==> src/rtl/hash_cmd_queue.sv <==
// hash_cmd_queue: in-order command FIFO ahead of the hash-table wrapper; NOP words are dropped.
// Optional per-op saturating counters are enabled by defining HASH_CMD_QUEUE_STATS_EN.
`default_nettype none

module hash_cmd_queue #(
  parameter  int KEY_WIDTH  = 6,
  parameter  int DATA_WIDTH = 24,
  parameter  int DEPTH      = 8,
  localparam int WORD_WIDTH = 2 + KEY_WIDTH + DATA_WIDTH,
  localparam int PTR_WIDTH  = $clog2(DEPTH) + 1
) (
  input  logic                  clk,
  input  logic                  reset,
  input  logic [WORD_WIDTH-1:0] data_i,
  input  logic                  valid_i,
  output logic                  ready_o,
  output logic [WORD_WIDTH-1:0] data_o,
  output logic                  valid_o,
  input  logic                  ready_i,
  input  logic                  flush_i,
`ifdef HASH_CMD_QUEUE_STATS_EN
  output logic [15:0]           ins_cnt_o,
  output logic [15:0]           del_cnt_o,
  output logic [15:0]           lkp_cnt_o,
  output logic [15:0]           nop_cnt_o,
`endif
  output logic [PTR_WIDTH-1:0]  level_o
);

  localparam int ADDR_WIDTH = PTR_WIDTH - 1;

  logic [WORD_WIDTH-1:0] mem [DEPTH];
  logic [PTR_WIDTH-1:0]  wr_ptr;
  logic [PTR_WIDTH-1:0]  rd_ptr;
  logic [PTR_WIDTH-1:0]  level_nxt;
  logic [1:0]            op_in;
  logic                  accept;
  logic                  push;
  logic                  pop;
  logic                  empty;
  logic                  full;

  assign op_in = data_i[WORD_WIDTH-1 -: 2];

  // Extra MSB on each pointer separates the full and empty cases when the index bits match.
  assign empty = (wr_ptr == rd_ptr);
  assign full  = (wr_ptr[PTR_WIDTH-1] != rd_ptr[PTR_WIDTH-1]) &&
                 (wr_ptr[ADDR_WIDTH-1:0] == rd_ptr[ADDR_WIDTH-1:0]);

  assign accept = valid_i && ready_o;
  assign push   = accept && (op_in != 2'b00) && !full && !flush_i;
  assign pop    = !empty && ready_i && !flush_i;

  assign level_o   = wr_ptr - rd_ptr;
  assign level_nxt = level_o + PTR_WIDTH'(push) - PTR_WIDTH'(pop);

  assign valid_o = !empty;
  assign data_o  = empty ? '0 : mem[rd_ptr[ADDR_WIDTH-1:0]];

  always_ff @(posedge clk) begin
    if (push) begin
      mem[wr_ptr[ADDR_WIDTH-1:0]] <= data_i;
    end
  end

  always_ff @(posedge clk or negedge reset) begin
    if (!reset) begin
      wr_ptr  <= '0;
      rd_ptr  <= '0;
      ready_o <= 1'b0;
    end else if (flush_i) begin
      wr_ptr  <= '0;
      rd_ptr  <= '0;
      ready_o <= 1'b1;
    end else begin
      if (push) begin
        wr_ptr <= wr_ptr + 1'b1;
      end
      if (pop) begin
        rd_ptr <= rd_ptr + 1'b1;
      end
      // Registered so the host side never sees a combinational path from ready_i.
      ready_o <= (level_nxt < PTR_WIDTH'(DEPTH));
    end
  end

`ifdef HASH_CMD_QUEUE_STATS_EN
  logic [15:0] cnt [4];

  always_ff @(posedge clk or negedge reset) begin
    if (!reset) begin
      for (int i = 0; i < 4; i++) cnt[i] <= '0;
    end else if (flush_i) begin
      for (int i = 0; i < 4; i++) cnt[i] <= '0;
    end else if (accept && (cnt[op_in] != 16'hFFFF)) begin
      cnt[op_in] <= cnt[op_in] + 16'd1;
    end
  end

  assign nop_cnt_o = cnt[0];
  assign lkp_cnt_o = cnt[1];
  assign ins_cnt_o = cnt[2];
  assign del_cnt_o = cnt[3];
`endif

endmodule

`default_nettype wire

==> config.mk <==
export PLATFORM = sky130hd
export DESIGN_NAME = hash_cmd_queue
export DESIGN_NICKNAME = d
export VERILOG_FILES = /design/src/rtl/hash_cmd_queue.sv
export SDC_FILE = /design/constraint.sdc
export NUM_CORES = 1
export LEC_CHECK = 0
export ABC_AREA = 1
export CAP_MARGIN = 20
export CORE_UTILIZATION = 59
export CTS_CLUSTER_DIAMETER = 200
export DETAILED_ROUTE_END_ITERATION = 16
export PLACE_DENSITY = 0.8
export SLEW_MARGIN = 10
export SYNTH_ARGS = -nofsm -noshare
export SYNTH_HDL_FRONTEND = slang
export SYNTH_SLANG_ARGS = --single-unit
==> constraint.sdc <==
create_clock -name clk -period 5.7 [get_ports clk]
set_input_delay 0.57 -clock clk [delete_from_list [all_inputs] [get_ports clk]]
set_output_delay 0.57 -clock clk [all_outputs]
set_load 0.05 [all_outputs]
**Yosys cells after proc, flatten, opt, wreduce, memory -nomap -nowiden**

Memory sizes are Yosys's and may differ from the RTL's.
Cells that the tools add are included.

- Register bits: 9
- RAM bits: 256
- Input port bits: 37
- Output and inout bits: 38
- Memories kept: 1

- $add $sub $neg: 5
- Order comparisons: 1
- Equal/unequal tests: 3
- Mux-type cells: 8
- Reduce and logical (&&, ||, !) cells: 13

Memories:

| name | depth | bits a word | read ports | clocked after Yosys merged registers in | write ports | RTL line | source |
|---|---|---|---|---|---|---|---|
| mem | 8 | 32 | 1 | 0 | 1 | 32 | `logic [WORD_WIDTH-1:0] mem [DEPTH];` |

Operator list:

| cell | count |
|---|---|
| $mux 32 | 1 |
| $mux 4 | 4 |
| $add 4x1->4 const B | 2 |
| $logic_and 1x1->1 | 7 |
| $reduce_bool 2->1 | 3 |
| $add 4x1->4 | 1 |
| $eq 4x4->1 | 1 |
| $lt 4x4->1 const B | 1 |
| $sub 4x1->4 | 1 |
| $sub 4x4->4 | 1 |
| $eq 3x3->1 | 1 |
| $logic_not 1->1 | 3 |
| $mux 1 | 3 |
| $ne 1x1->1 | 1 |

**Depth between registers and ports, before layout**

Gate-level depths: netlist (run 1).

- Depth after elaboration: 9
- Gate-level depth with buffers: 14
- Gate-level depth less buffers: 13

**Worst setup path after synthesis (run 1)**

No wires, ideal clock.

- Kind: flip-flop to flip-flop
- From: reg rd_ptr[1]
- To: mem mem[6][0] (netlist bit), enable pin
- Setup time: 0.461 ns
- Arrival: 3.676 ns
- Required time: 5.239 ns
- Slack: 1.563 ns
- Cell stages (with the launch flop): 9
- Path through: dfrtp_1 > inv_2 > buf_2 > ha_1 > nand3_2 > o21ai_2 > nor2_1 > nand2_1 > nor3_1

- Cells in the longest elaborated chain, start to end: 7

Ends and longest elaborated chain:

| what | RTL line | source |
|---|---|---|
| start: declaration | 34 | `logic [PTR_WIDTH-1:0] rd_ptr;` |
| start signal: assignment | 80 | `rd_ptr <= rd_ptr + 1'b1;` |
| $eq 3x3->1 | 48 | `(wr_ptr[ADDR_WIDTH-1:0] == rd_ptr[ADDR_WIDTH-1:0]);` |
| $logic_and 1x1->1 | 47 | `assign full = (wr_ptr[PTR_WIDTH-1] != rd_ptr[PTR_WIDTH-1]) &&` |
| $logic_not 1->1 | 51 | `assign push = accept && (op_in != 2'b00) && !full && !flush_i;` |
| $logic_and 1x1->1 (2 in series) | 51 |  |
| $mux 1 | 61 | `if (push) begin` |
| $mux 1 (implied by the code) | 62 | `mem[wr_ptr[ADDR_WIDTH-1:0]] <= data_i;` |
| end: declaration | 32 |  |

No other way between the ends.

**Final worst setup path (run 1)**

- From: reg rd_ptr[0]
- To: out data_o[0]

- Cells in the longest elaborated chain, start to end: 2
- Elaborated cells between the ends (all ways): 3
- Those cells by class: eq/ne: 1; mux: 1; memory: 1

Ends and longest elaborated chain:

| what | RTL line | source |
|---|---|---|
| $mem_v2 8x32 / $eq 4x4->1 (equally long branches) | - |  |
| $mux 32 (*) | 58 | `assign data_o = empty ? '0 : mem[rd_ptr[ADDR_WIDTH-1:0]];` |
| end: declaration | 17 | `output logic [WORD_WIDTH-1:0] data_o,` |

Every way passes the cells marked *; elsewhere a longest branch is shown, timed or not.

==> impl_metrics.tcl, run 1 <==
set metrics [dict create \
    p_int_mw 3.594 \
    drive_above_1_share 0.07068 \
    routabilityCongestion 0.7745 \
    seqPwrFrac 0.403 \
    crit_fanout 52 \
    reg2reg_depth 8 \
    post_drt_via_cell_ratio 5.834 \
    async_flop_share 0.03396 \
    r2r_slack_ns 2.33 \
    maxSlewHeadroom 0.3164 \
    crit_end "data_o[0]" \
    ys_ff_latch 265 \
    numCtsBuffers 26 \
    num_vias 6867 \
    worstMarginPinSlew_ns 1.025 \
    p_switching_mw 1.949 \
    routed_wl_mm 21.88 \
    cts_hold_buffers 0 \
    synthAdderAreaFrac 0.01108 \
    synth-edff-count 256 \
    drv_cap 0 \
    root_buffer "clkbuf_16" \
    clkTransAtPathRegs_ns 0.06 \
    hp-class "in2async" \
    crit_chain "clkinv_2 > buf_4 > o21ai_0 > o22ai_1 > nor2_1 > nor2_1 > clkdlybuf4s50_1" \
    critical-path-max-stage-delay_ns 0.83 \
    ys_seq_area_frac 0.7298 \
    die_x_um 137.6 \
    wl_per_cell_um 18.59 \
    clock_latency_ns 0.53 \
    setup_viol 0 \
    gr-total-overflow 0 \
    period_share 0.7653 \
    slew_violations 0 \
    yosysUniqueCellTypes 28 \
    multi_input_area_um2 2571 \
    max_freq_mhz 229.2 \
    slowest_stage "clkdlybuf4s50_1" \
    finalHoldViolCount 0 \
    grt_pass1_wl_mm 33.80 \
    finalCoreUtilization 0.6956 \
    drtIter0Drc 539 \
    synthMuxAreaShare 0 \
    rows 49 \
    status "finished, final reports clean" \
    start_kind "flop" \
    initial_core_util 0.6035 \
    dr.pass1.iters 5 \
    syn_inst 865 \
    crit_buf_inv 3 \
    cts_tree "yes" \
    combPwrFrac 0.315 \
    p_per_area_nw_per_um2 443.6 \
    synth-compound-area-share 0.1056 \
    clkSinkCount 265 \
    grtUsageTotal 0.2391 \
    synthSimpleGateAreaFrac 0.1136 \
    area_growth_pct 15.26 \
    required_ns 5.13 \
    antenna_found_initial 0 \
    fin_crit_ns 4.362 \
    grt_max_degree 98 \
    synth_top_family_by_area "simple AND/OR/NAND/NOR gates" \
    nets 975 \
    vdd_drop_max_mv 0.2808 \
    die_h_um 137.6 \
    io_buffers 74 \
    num_io_pins 75 \
    h-tree-depth 1 \
    crit_top_cell "nor2_1" \
    arrival_ns 3.79 \
    synth_ff_type "edfxtp_1" \
    startpoint "rd_ptr[0]$_DFFE_PN0P_" \
    yosys.area_share.xor_xnor 0.001616 \
    clkPwrFrac 0.282 \
    syn_nets 911 \
    synth_area_um2 10840 \
    fp.coreArea_um2 17960 \
    drc_errors 0 \
    critPathKind "reg2out" \
    cp.depth 7 \
    n_antenna_cell 0 \
    die_area_um2 18920 \
    fill_cells 1209 \
    leakage_nw 4.199 \
    syn_area_per_cell_um2 12.53 \
    setup_tns_ns 0 \
    critPathTopFamily "buffers and inverters" \
    dpl.hpwl_mm 11.09 \
    r2r_end "mem[2][1]$_DFFE_PP_" \
    post_cts_buffers 0 \
    postRouteAntennaNets 0 \
    yosysWarnings 0 \
    p_sw_frac 0.3515 \
    rsz0062_at_grt "false" \
    fin_skew_ns 0.01439 \
    crit-reg2reg-launch "rd_ptr[1]$_DFFE_PN0P_" \
    clockBufferDepth 3 \
    register_area_um2 7919 \
    grt_pass1_vias 6456 \
    cts_resized 0 \
    end_kind "primary output" \
]
==> power by group through the flow <==
stage	Sequential, mW	Combinational, mW	Clock (mW)
6_report	2.24	1.74	1.56
5_1_grt	2.24	1.89	1.66
4_1_cts	2.23	1.75	1.58
3_5_place_dp	2.27	1.73	0
3_3_place_gp	2.27	1.71	0
2_1_floorplan	2.25	1.32	0
==> routing by layer <==
metal  track usage  wire [um]
met2        0.3920      10730
met1        0.3298       9090
met4       0.07692        443
met3       0.03826       1615
met5             0          0
==> cells by family after synthesis <==
family / Yosys count
AOI/OAI and AO/OA: 203
xor gates and xnor gates: 2
adders and majority gates: 9
buffers and inverters: 68
DFF: 265
and+or+nand+nor: 318
==> placed cells by master, fill, tap and decap left out, drive strengths merged <==
cell type      instances
edfxtp               256
nor2                 239
o21ai                135
clkdlybuf4s50         74
nand2                 61
clkbuf                33
o22ai                 32
o211ai                32
inv                   15
buf                   14
clkinv                14
nand3                 12
dfrtp                  9
ha                     8
nor3                   3
xor2                   2
a21oi                  2
or2                    2
o21a                   1
o31ai                  1
nand3b                 1
fa                     1
bufinv                 1
==> stage by stage <==
step / std cells / hold WS [ns] / area [um2] / total power [mW] / worst slack, ns
after floorplan: 865 / 0.2744 / 10840 / 3.567 / 1.563
after global placement: 1128 / 0.5863 / 11670 / 3.980 / 1.944
after detailed placement: 1129 / 0.6085 / 11700 / 4.008 / 1.925
after CTS: 1176 / 0.3652 / 12480 / 5.562 / 1.345
after global routing: 1177 / 0.3876 / 12500 / 5.791 / 1.120
final: 1177 / 0.3553 / 12500 / 5.543 / 1.338
==> flip-flops by register name, indices dropped and copies added, names as in the netlist <==
register / flops
ready_o: 1
wr_ptr: 4
mem: 256
rd_ptr: 4
==> worst min path at each step <==
| stage | from | end | slack (ns) | depth (start not counted) |
|---|---|---|---|---|
| finish | reset | ready_o$_DFF_PN0_ | 0.36 | 1 |
| CTS | reset | ready_o$_DFF_PN0_ | 0.37 | 1 |
| global placement | rd_ptr[2]$_DFFE_PN0P_ | rd_ptr[2]$_DFFE_PN0P_ | 0.59 | 3 |
| floorplan | reset | rd_ptr[0]$_DFFE_PN0P_ | 0.27 | 0 |
| detailed placement | rd_ptr[2]$_DFFE_PN0P_ | rd_ptr[2]$_DFFE_PN0P_ | 0.61 | 3 |
| global route | reset | ready_o$_DFF_PN0_ | 0.39 | 1 |
==> worst register-to-register path: cells and delay by family, from the launching register on <==
family | cells | cell delay, ns
buffers and inverters | 2 | 1.02
AO/OA/AOI/OAI | 1 | 0.09
AND/OR/NAND/NOR | 4 | 1.15
flip-flops | 1 | 0.40
adder cells (fa/ha/maj) | 1 | 0.39
==> cells in the mapped netlist (11+ instances only) <==
master      n  area (um2)
buf_2      19       95.09
buf_6      15       168.9
clkbuf_1   11       41.29
edfxtp_1  256        7687
inv_1      12       45.04
nand2_1    59       221.5
nand3_1    11       55.05
nor2_1    239       897.1
o211ai_1   32       240.2
o21ai_0    70       350.3
o21ai_1    64       320.3
o22ai_1    32       200.2
==> final cells by class <==
cell class / count / share of cell area
Timing Repair Buffer: 88 / 0.07029
Multi-Input combinational cell: 532 / 0.2058
Clock buffer: 33 / 0.05417
Clock inverter: 14 / 0.008211
Sequential cell: 265 / 0.6337
Tap cell: 229 / 0.02293
Inverter: 16 / 0.004906
No activity file was read; power rests on OpenSTA's default activity.
==> run 2: changes to the inputs <==
- CORE_UTILIZATION: 59 -> 53
- PLACE_DENSITY: 0.8 -> 0.76
- clock period: 5.7 -> 3.9 ns (I/O delays scaled with it)
==> impl_metrics.tcl, run 2 (synthesis gave the netlist of run 1 again) <==
set metrics [dict create \
    status "finished, final reports clean" \
    die_h_um 145.0 \
    end_kind "primary output" \
    critPathKind "reg2out" \
    start_kind "flop" \
    clock_latency_ns 0.53 \
    met2WireLength_mm 11.51 \
    n_antenna_cell 0 \
    hp-class "in2async" \
    num_io_pins 75 \
    postRouteAntennaNets 0 \
    routabilityCongestion 0.8428 \
    grt_pass1_vias 6785 \
    antenna_found_initial 0 \
    vdd_drop_max_mv 0.5485 \
    layout_common_cells "256 x edfxtp_1, 232 x nor2_1, 70 x o21ai_0, 64 x o21ai_1, 59 x nand2_1" \
    largest_reg_flops 256 \
    period_share 0.8377 \
    routed_wl_mm 22.40 \
    die_x_um 145.0 \
    p_int_mw 5.949 \
    cp.depth 6 \
    h-tree-depth 1 \
    io_buffers 74 \
    clkSinkCount 265 \
    nets 979 \
    wl_per_cell_um 18.39 \
    dr.pass1.iters 5 \
    fin_skew_ns 0.01252 \
    rows 51 \
    fp.coreArea_um2 19780 \
    maxSlewHeadroom 0.3090 \
    grt_max_degree 98 \
    max_freq_mhz 306.1 \
    reg2reg_depth 8 \
    critPathTopFamily "buffers and inverters" \
    dpl.hpwl_mm 12.83 \
    numCtsBuffers 27 \
    wl_met1_mm 9.341 \
    gr-total-overflow 0 \
    crit_top_cell "inv_1" \
    drc_errors 0 \
    p_per_area_nw_per_um2 683.9 \
    setup_viol 0 \
    final_common_cell "edfxtp_1" \
    slowest_stage "clkdlybuf4s50_1" \
    arrival_ns 2.88 \
    leakage_nw 4.466 \
    drtIter0Drc 509 \
    num_vias 6814 \
    grtUsageTotal 0.2167 \
    dr_wl_met3_mm 1.189 \
    critical-path-max-stage-delay_ns 0.88 \
    drive_above_1_share 0.1186 \
    root_buffer "clkbuf_16" \
    cts_hold_buffers 0 \
    initial_core_util 0.5481 \
    area_growth_pct 20.55 \
    rsz0062_at_grt "false" \
    crit_fanout 4 \
    die_area_um2 21030 \
    crit_buf_inv 3 \
    cts_resized 0 \
    p_sw_frac 0.3345 \
    cts_tree "yes" \
    combPwrFrac 0.346 \
    p_switching_mw 2.990 \
    post_drt_via_cell_ratio 5.594 \
    fin_crit_ns 3.267 \
    clockBufferDepth 3 \
    worstMarginPinSlew_ns 1.036 \
    drv_cap 0 \
    seqPwrFrac 0.360 \
    crit_chain "inv_1 > ha_1 > inv_1 > fa_1 > xor2_1 > clkdlybuf4s50_1" \
    slew_violations 0 \
    setup_tns_ns 0 \
    grt_pass1_wl_mm 35.81 \
    top_layer "met4" \
    clkTransAtPathRegs_ns 0.07 \
    post_cts_buffers 0 \
    clkPwrFrac 0.294 \
    p_total_mw 8.939 \
    required_ns 3.51 \
    finalHoldViolCount 0 \
]
[run 2: changes by cell type in the layout (fill, tap and decap cells not counted), sizes merged]
| cell | delta |
|---|---|
| buf | +36 |
| bufinv | +4 |
| clkinvlp | +3 |
| clkdlybuf4s50 | -33 |
| inv | +1 |
| clkbuf | -3 |
| clkinv | -3 |
[run 2: area by class of cell]
cell class,count,area (um2)
clock buffers,30,686.9
clock inverters,19,232.7
fillers,1393,6711
inverters,16,61.31
multi-input cells,532,2577
flip-flops and latches,265,7919
well taps,265,331.6
repair buffers,91,1261
[run 2: routing by layer]
| layer | track usage | up-vias |
|---|---|---|
| met3 | 0.02893 | 30 |
| met5 | 0 | - |
| met2 | 0.3825 | 202 |
| met4 | 0.06064 | 0 |
| met1 | 0.2804 | 3332 |
| li1 | - | 3250 |
[run 2: worst paths after layout]
check | from | endpoint | slack (ns)
worst max-delay path | wr_ptr[0]$_DFFE_PN0P_ | level_o[2] | 0.63
worst min-delay path | reset | ready_o$_DFF_PN0_ | 0.18
worst max register to register | rd_ptr[1]$_DFFE_PN0P_ | mem[1][26]$_DFFE_PP_ | 1.13
worst min register to register | rd_ptr[2]$_DFFE_PN0P_ | rd_ptr[2]$_DFFE_PN0P_ | 0.60
max in group asynchronous | reset | rd_ptr[2]$_DFFE_PN0P_ | 3.35
min in group clk | ready_i | rd_ptr[0]$_DFFE_PN0P_ | 0.59
[run 2: worst register-to-register path: cells and delay by family (launching register included)]
family | cells | cell delay [ns]
AND/OR/NAND/NOR | 4 | 0.93
buffers and inverters | 2 | 0.66
flip-flops | 1 | 0.41
adder cells (fa/ha/maj) | 1 | 0.32
AO/OA/AOI/OAI | 1 | 0.09
[run 2: through the flow]
stage | setup WS [ns] | instances | hold WS, ns | area [um2] | utilization
after floorplan | 0.6340 | 865 | 0.09441 | 10850 | -
after global placement | 0.9458 | 1169 | 0.5830 | 12150 | 0.6142
after detailed placement | 0.9054 | 1169 | 0.5961 | 12150 | 0.6142
after CTS | 0.6590 | 1218 | 0.1805 | 13070 | 0.6607
after global routing | 0.5504 | 1218 | 0.1851 | 13070 | 0.6607
final | 0.6330 | 1218 | 0.1823 | 13070 | 0.6607
[run 2: power groups by stage]
stage,combinational (mW),clock (mW),sequential (mW)
after floorplan,1.93,0,3.29
after global placement,3.05,0,3.27
after detailed placement,3.10,0,3.28
after CTS,3.11,2.67,3.22
after global routing,3.30,2.78,3.22
final,3.10,2.63,3.22
==> run 3: changes to the inputs <==
- CORE_UTILIZATION: 53 -> 59
- PLACE_DENSITY: 0.76 -> 0.8
- clock period: 3.9 -> 3.4 ns (I/O delays scaled with it)
==> impl_metrics.tcl, run 3 (synthesis gave the netlist of run 1 again) <==
set metrics [dict create \
    status "finished, final reports clean" \
    clkTransAtPathRegs_ns 0.06 \
    maxSlewHeadroom 0.3249 \
    setup_tns_ns 0 \
    p_switching_mw 3.421 \
    end_kind "primary output" \
    clock_latency_ns 0.53 \
    arrival_ns 2.77 \
    fin_skew_ns 0.01277 \
    setup_viol 0 \
    dr.pass1.iters 5 \
    antenna_found_initial 0 \
    period_share 0.9143 \
    grt_pass1_vias 6887 \
    h-tree-depth 1 \
    nets 979 \
    area_growth_pct 19.37 \
    p_per_area_nw_per_um2 770.5 \
    die_x_um 137.6 \
    critPathKind "reg2out" \
    combPwrFrac 0.358 \
    start_kind "flop" \
    clockBufferDepth 3 \
    initial_core_util 0.6035 \
    setup_ws_ns 0.2913 \
    pre_cts_ws_ns 0.6398 \
    drive_above_1_share 0.1155 \
    grt_max_degree 125 \
    largest_reg_flops 256 \
    leakage_nw 4.430 \
    final_common_cell "edfxtp_1" \
    io_buffers 74 \
    crit_fanout 97 \
    rsz0062_at_grt "false" \
    post_drt_via_cell_ratio 5.901 \
    numCtsBuffers 26 \
    die_h_um 137.6 \
    multi_input_area_um2 2577 \
    fin_crit_ns 3.109 \
    required_ns 3.06 \
    gr-total-overflow 0 \
    drtIter0Drc 631 \
    grt_pass1_wl_mm 35.62 \
    cts_tree "yes" \
    routed_wl_mm 22.89 \
    p_int_mw 6.551 \
    root_buffer "clkbuf_16" \
    hp-class "in2async" \
    rows 49 \
    die_area_um2 18920 \
    n_antenna_cell 0 \
    num_vias 6969 \
    finalCoreUtilization 0.7204 \
    p_sw_frac 0.3431 \
    wl_per_cell_um 19.39 \
    fp.coreArea_um2 17960 \
    cts_resized 0 \
    fill_cells 1125 \
    register_area_um2 7919 \
    routabilityCongestion 0.7879 \
    max_freq_mhz 321.7 \
    clkPwrFrac 0.271 \
    drv_cap 0 \
    drc_errors 0 \
    r2r_slack_ns 0.86 \
    grtUsageTotal 0.2533 \
    dpl.hpwl_mm 11.87 \
    layout_common_cells "256 x edfxtp_1, 232 x nor2_1, 70 x o21ai_0, 64 x o21ai_1, 59 x nand2_1" \
    seqPwrFrac 0.371 \
    vdd_drop_max_mv 0.6022 \
    worstMarginPinSlew_ns 1.013 \
    finalHoldViolCount 0 \
    num_io_pins 75 \
    cts_hold_buffers 0 \
    clkSinkCount 265 \
    slew_violations 0 \
    postRouteAntennaNets 0 \
    post_cts_buffers 0 \
]
-- run 3: changes by cell type in the layout (fill, tap and decap cells not counted), sizes merged --
cell	before	now
clkbuf	30	36
buf	50	54
bufinv	5	1
clkdlybuf4s50	41	38
clkinv	11	9
clkinvlp	3	2
inv	16	15
-- run 3: critical path, cell delays in order (launching register included) --
cell,delay [ns]
dfrtp_2,0.36
buf_4,0.78
o21ai_0,0.27
o22ai_1,0.28
nor2_1,0.07
nor2_1,0.28
buf_12,0.18
-- run 3: through the flow --
stage | hold WS, ns | instances | power (mW) | cell area, um2
4_1_cts | 0.1416 | 1181 | 10.02 | 12940
3_5_place_dp | 0.6014 | 1134 | 7.327 | 12130
2_1_floorplan | 0.04441 | 865 | 5.980 | 10850
5_1_grt | 0.1647 | 1181 | 10.36 | 12940
6_report | 0.1359 | 1181 | 9.972 | 12940
3_3_place_gp | 0.5935 | 1134 | 7.263 | 12130
-- run 3: layout make-up --
class / count / share of cell area
Sequential cell: 265 / 0.6119
Multi-Input combinational cell: 532 / 0.1992
Tap cell: 229 / 0.02214
Inverter: 16 / 0.004737
Clock inverter: 11 / 0.007155
Timing Repair Buffer: 92 / 0.09939
Clock buffer: 36 / 0.05550
-- run 3: worst paths after layout --
kind                                        from  cells after the start                     to
min in group clk                         ready_i                      4  rd_ptr[0]$_DFFE_PN0P_
max reg2reg                wr_ptr[0]$_DFFE_PN0P_                     11      ready_o$_DFF_PN0_
max                        rd_ptr[1]$_DFFE_PN0P_                      6             data_o[13]
max in group asynchronous                  reset                      1  rd_ptr[0]$_DFFE_PN0P_
min reg2reg                rd_ptr[2]$_DFFE_PN0P_                      3  rd_ptr[2]$_DFFE_PN0P_
min                                        reset                      1  rd_ptr[2]$_DFFE_PN0P_
-- run 3: power groups by stage --
| stage | logic, mW | clock network (mW) | registers, mW |
|---|---|---|---|
| after floorplan | 2.21 | 0 | 3.77 |
| after global placement | 3.50 | 0 | 3.76 |
| after detailed placement | 3.56 | 0 | 3.76 |
| after CTS | 3.59 | 2.74 | 3.70 |
| after global routing | 3.82 | 2.84 | 3.70 |
| final | 3.57 | 2.70 | 3.70 |
-- run 3: metal layers --
layer	vias to the layer above	part of all wire	global-route usage
met1	3408	0.41	0.3247
met4	0	0.023	0.08913
met3	45	0.059	0.03753
met5	-	0	0
met2	262	0.51	0.4411
li1	3254	-	-
==> RTL change, RTL diff (flow settings as in run 3) <==
The option `HASH_CMD_QUEUE_STATS_EN` is turned on by a define.
--- a/src/rtl/hash_cmd_queue.sv
+++ b/src/rtl/hash_cmd_queue.sv
@@ -1,6 +1,8 @@
 // hash_cmd_queue: in-order command FIFO ahead of the hash-table wrapper; NOP words are dropped.
 // Optional per-op saturating counters are enabled by defining HASH_CMD_QUEUE_STATS_EN.
 `default_nettype none
+
+`define HASH_CMD_QUEUE_STATS_EN
 
 module hash_cmd_queue #(
   parameter  int KEY_WIDTH  = 6,
Formal check against the unedited RTL (old outputs only; new: del_cnt_o, ins_cnt_o, lkp_cnt_o and nop_cnt_o): equivalent (equiv_simple and equiv_induct, registers matched by name and starting in step).
==> RTL change against run 3 <==
  * Hold slack worse by 0.072 ns
  * Setup slack worse by 0.12 ns
  * Synthesized area is 33% higher
  * Count of clock-buffer cells in the layout is 9 higher
  * Via count is 55% higher
  * Design area is 35% higher
  * Sequential cell count is 64 higher
  * Power is 13% higher
  * Routed wire length is 51% higher
  * Global-route usage is 2.8 points higher
  * Highest routed layer unchanged
==> RTL change: results (changes against run 3) <==
Post-Synth Adder-Cell Area 0.00923 (-0.00185); dpl cell area 16400 sq um (+36%); xor/xnor share of the synthesized area 0.00609 (+0.00448); Placer Congestion 0.920 (+17%); HP Class input port to async pin; DR iter-0 viols 1082 (+71%); WL/cell 18.9 um (-2.3%); DR pass1 iterations 6 (+1); Slowest-stage cell, CP dfrtp_1; met3 Resource Use GR 0.0400 (+0.00244); Clk pin slew, worst setup/hold paths 0.06 ns (about the same); met1 wire length 14000 um (+50%); H-tree level count 2 (+1); top cells by area, synth edfxtp_1, dfrtp_1, nand2_1; clock root cell clkbuf_16; FILL cells 1570 (+40%); Port Buffers 138 (+86%); CP Max Fanout 33 (-66%); CTS buffer count 34 (+31%); async set or reset register ratio after synthesis 0.222 (+0.188); clock skew 0.0222 ns (+0.00947 ns); DP HPWL 20100 um (+69%); vias in the first global route 10300 (+49%); Cell variety after synth 31 (+11%); relative slew slack 0.348 (+0.0229); # nets final 1529 (+56%); Yosys warning count 0 (unchanged); CP arrival 2.89 ns (+0.12 ns); layout cell share with drive strength beyond 1 0.111 (-0.00473); antenna violations before repair 0 (unchanged); status finished clean; maximum vdd drop 0.745 mV (+24%); Crit path max-delay family buffers and inverters; met2 Resource Use GR 0.458 (+0.0168); met3 wire length 2770 um (+100%); post-synthesis sequential area ratio 0.662 (-0.0678); largest net degree at the start of global routing 76 (-39%); Lkg Pwr 6.93 nW (+57%); WL met2 16900 um (+44%); post-CTS sizing 0 (unchanged); met1 global-route usage 0.382 (+0.0573); Post-CTS Repair Setup Buffers 0 (unchanged); worst skew pair latency 0.51 ns (-0.02 ns); first-pass GRT wire length 53500 um (+50%); via count 10800 (+55%); crit-path max cell delay 0.41 ns (-0.37 ns); multiplexer share of the synthesized area 0 (unchanged); top layer in use met4; compound-gate portion of the synthesized area 0.0904 (-0.0152); Tot GR Track Use 0.281 (+0.0280); Synth top cells by count edfxtp_1, nand2_1, nor2_1; Post-Syn Nets 1401 (+54%); max reg flops 256 (unchanged)
## RTL change: changes by cell type after synthesis, sizes merged, moves of 4 or more
cell,delta
o21ai,+34
nor2,+4
nand4,+5
a31oi,+32
a21oi,+4
nand3,+108
o211ai,-32
nand2,+200
clkbuf,+43
dfrtp,+64
xor2,+6
buf,-15
inv,+33
## RTL change: cells by family after synthesis
group           count (synthesis)
xor+xnor                       10
simple gates                  634
buf+inv                       129
fa+ha+maj                      10
flops                         329
compound gates                242
## RTL change: final cells by class
type	count	area (sq um)	area share
sequential	329	9520	0.543
inverter	49	188	0.0107
clock buffer	45	943	0.0538
timing repair buffer	172	2000	0.114
clock inverter	16	141	0.00807
antenna	1	2.50	0.000143
tap	319	399	0.0228
multi-input combinational	896	4340	0.247
## RTL change: report_power, final
group	internal, mW	switching, mW
registers	4.42	0.0276
clock network	2.12	1.46
logic	1.19	2.09
total	7.73	3.58
## RTL change: final timing paths
check | depth (start not counted) | slack (ns) | from | to
setup / recovery | 9 | 0.17 | wr_ptr[0]$_DFFE_PN0P_ | data_o[25]
hold / removal | 2 | 0.06 | reset | lkp_cnt_o[5]$_DFFE_PN0P_
setup reg to reg | 16 | 0.42 | wr_ptr[0]$_DFFE_PN0P_ | ready_o$_DFF_PN0_
hold reg to reg | 2 | 0.54 | del_cnt_o[10]$_DFFE_PN0P_ | del_cnt_o[10]$_DFFE_PN0P_
max in group asynchronous | 2 | 2.57 | reset | rd_ptr[0]$_DFFE_PN0P_
min in group clk | 1 | 0.34 | data_i[30] | mem[2][30]$_DFFE_PP_
## RTL change: through the flow
step / std cells / worst slack [ns]
floorplan: 1354 / -0.359
global placement: 1765 / 0.490
detailed placement: 1765 / 0.443
CTS: 1826 / 0.0646
global route: 1826 / 0.0781
finish: 1827 / 0.171
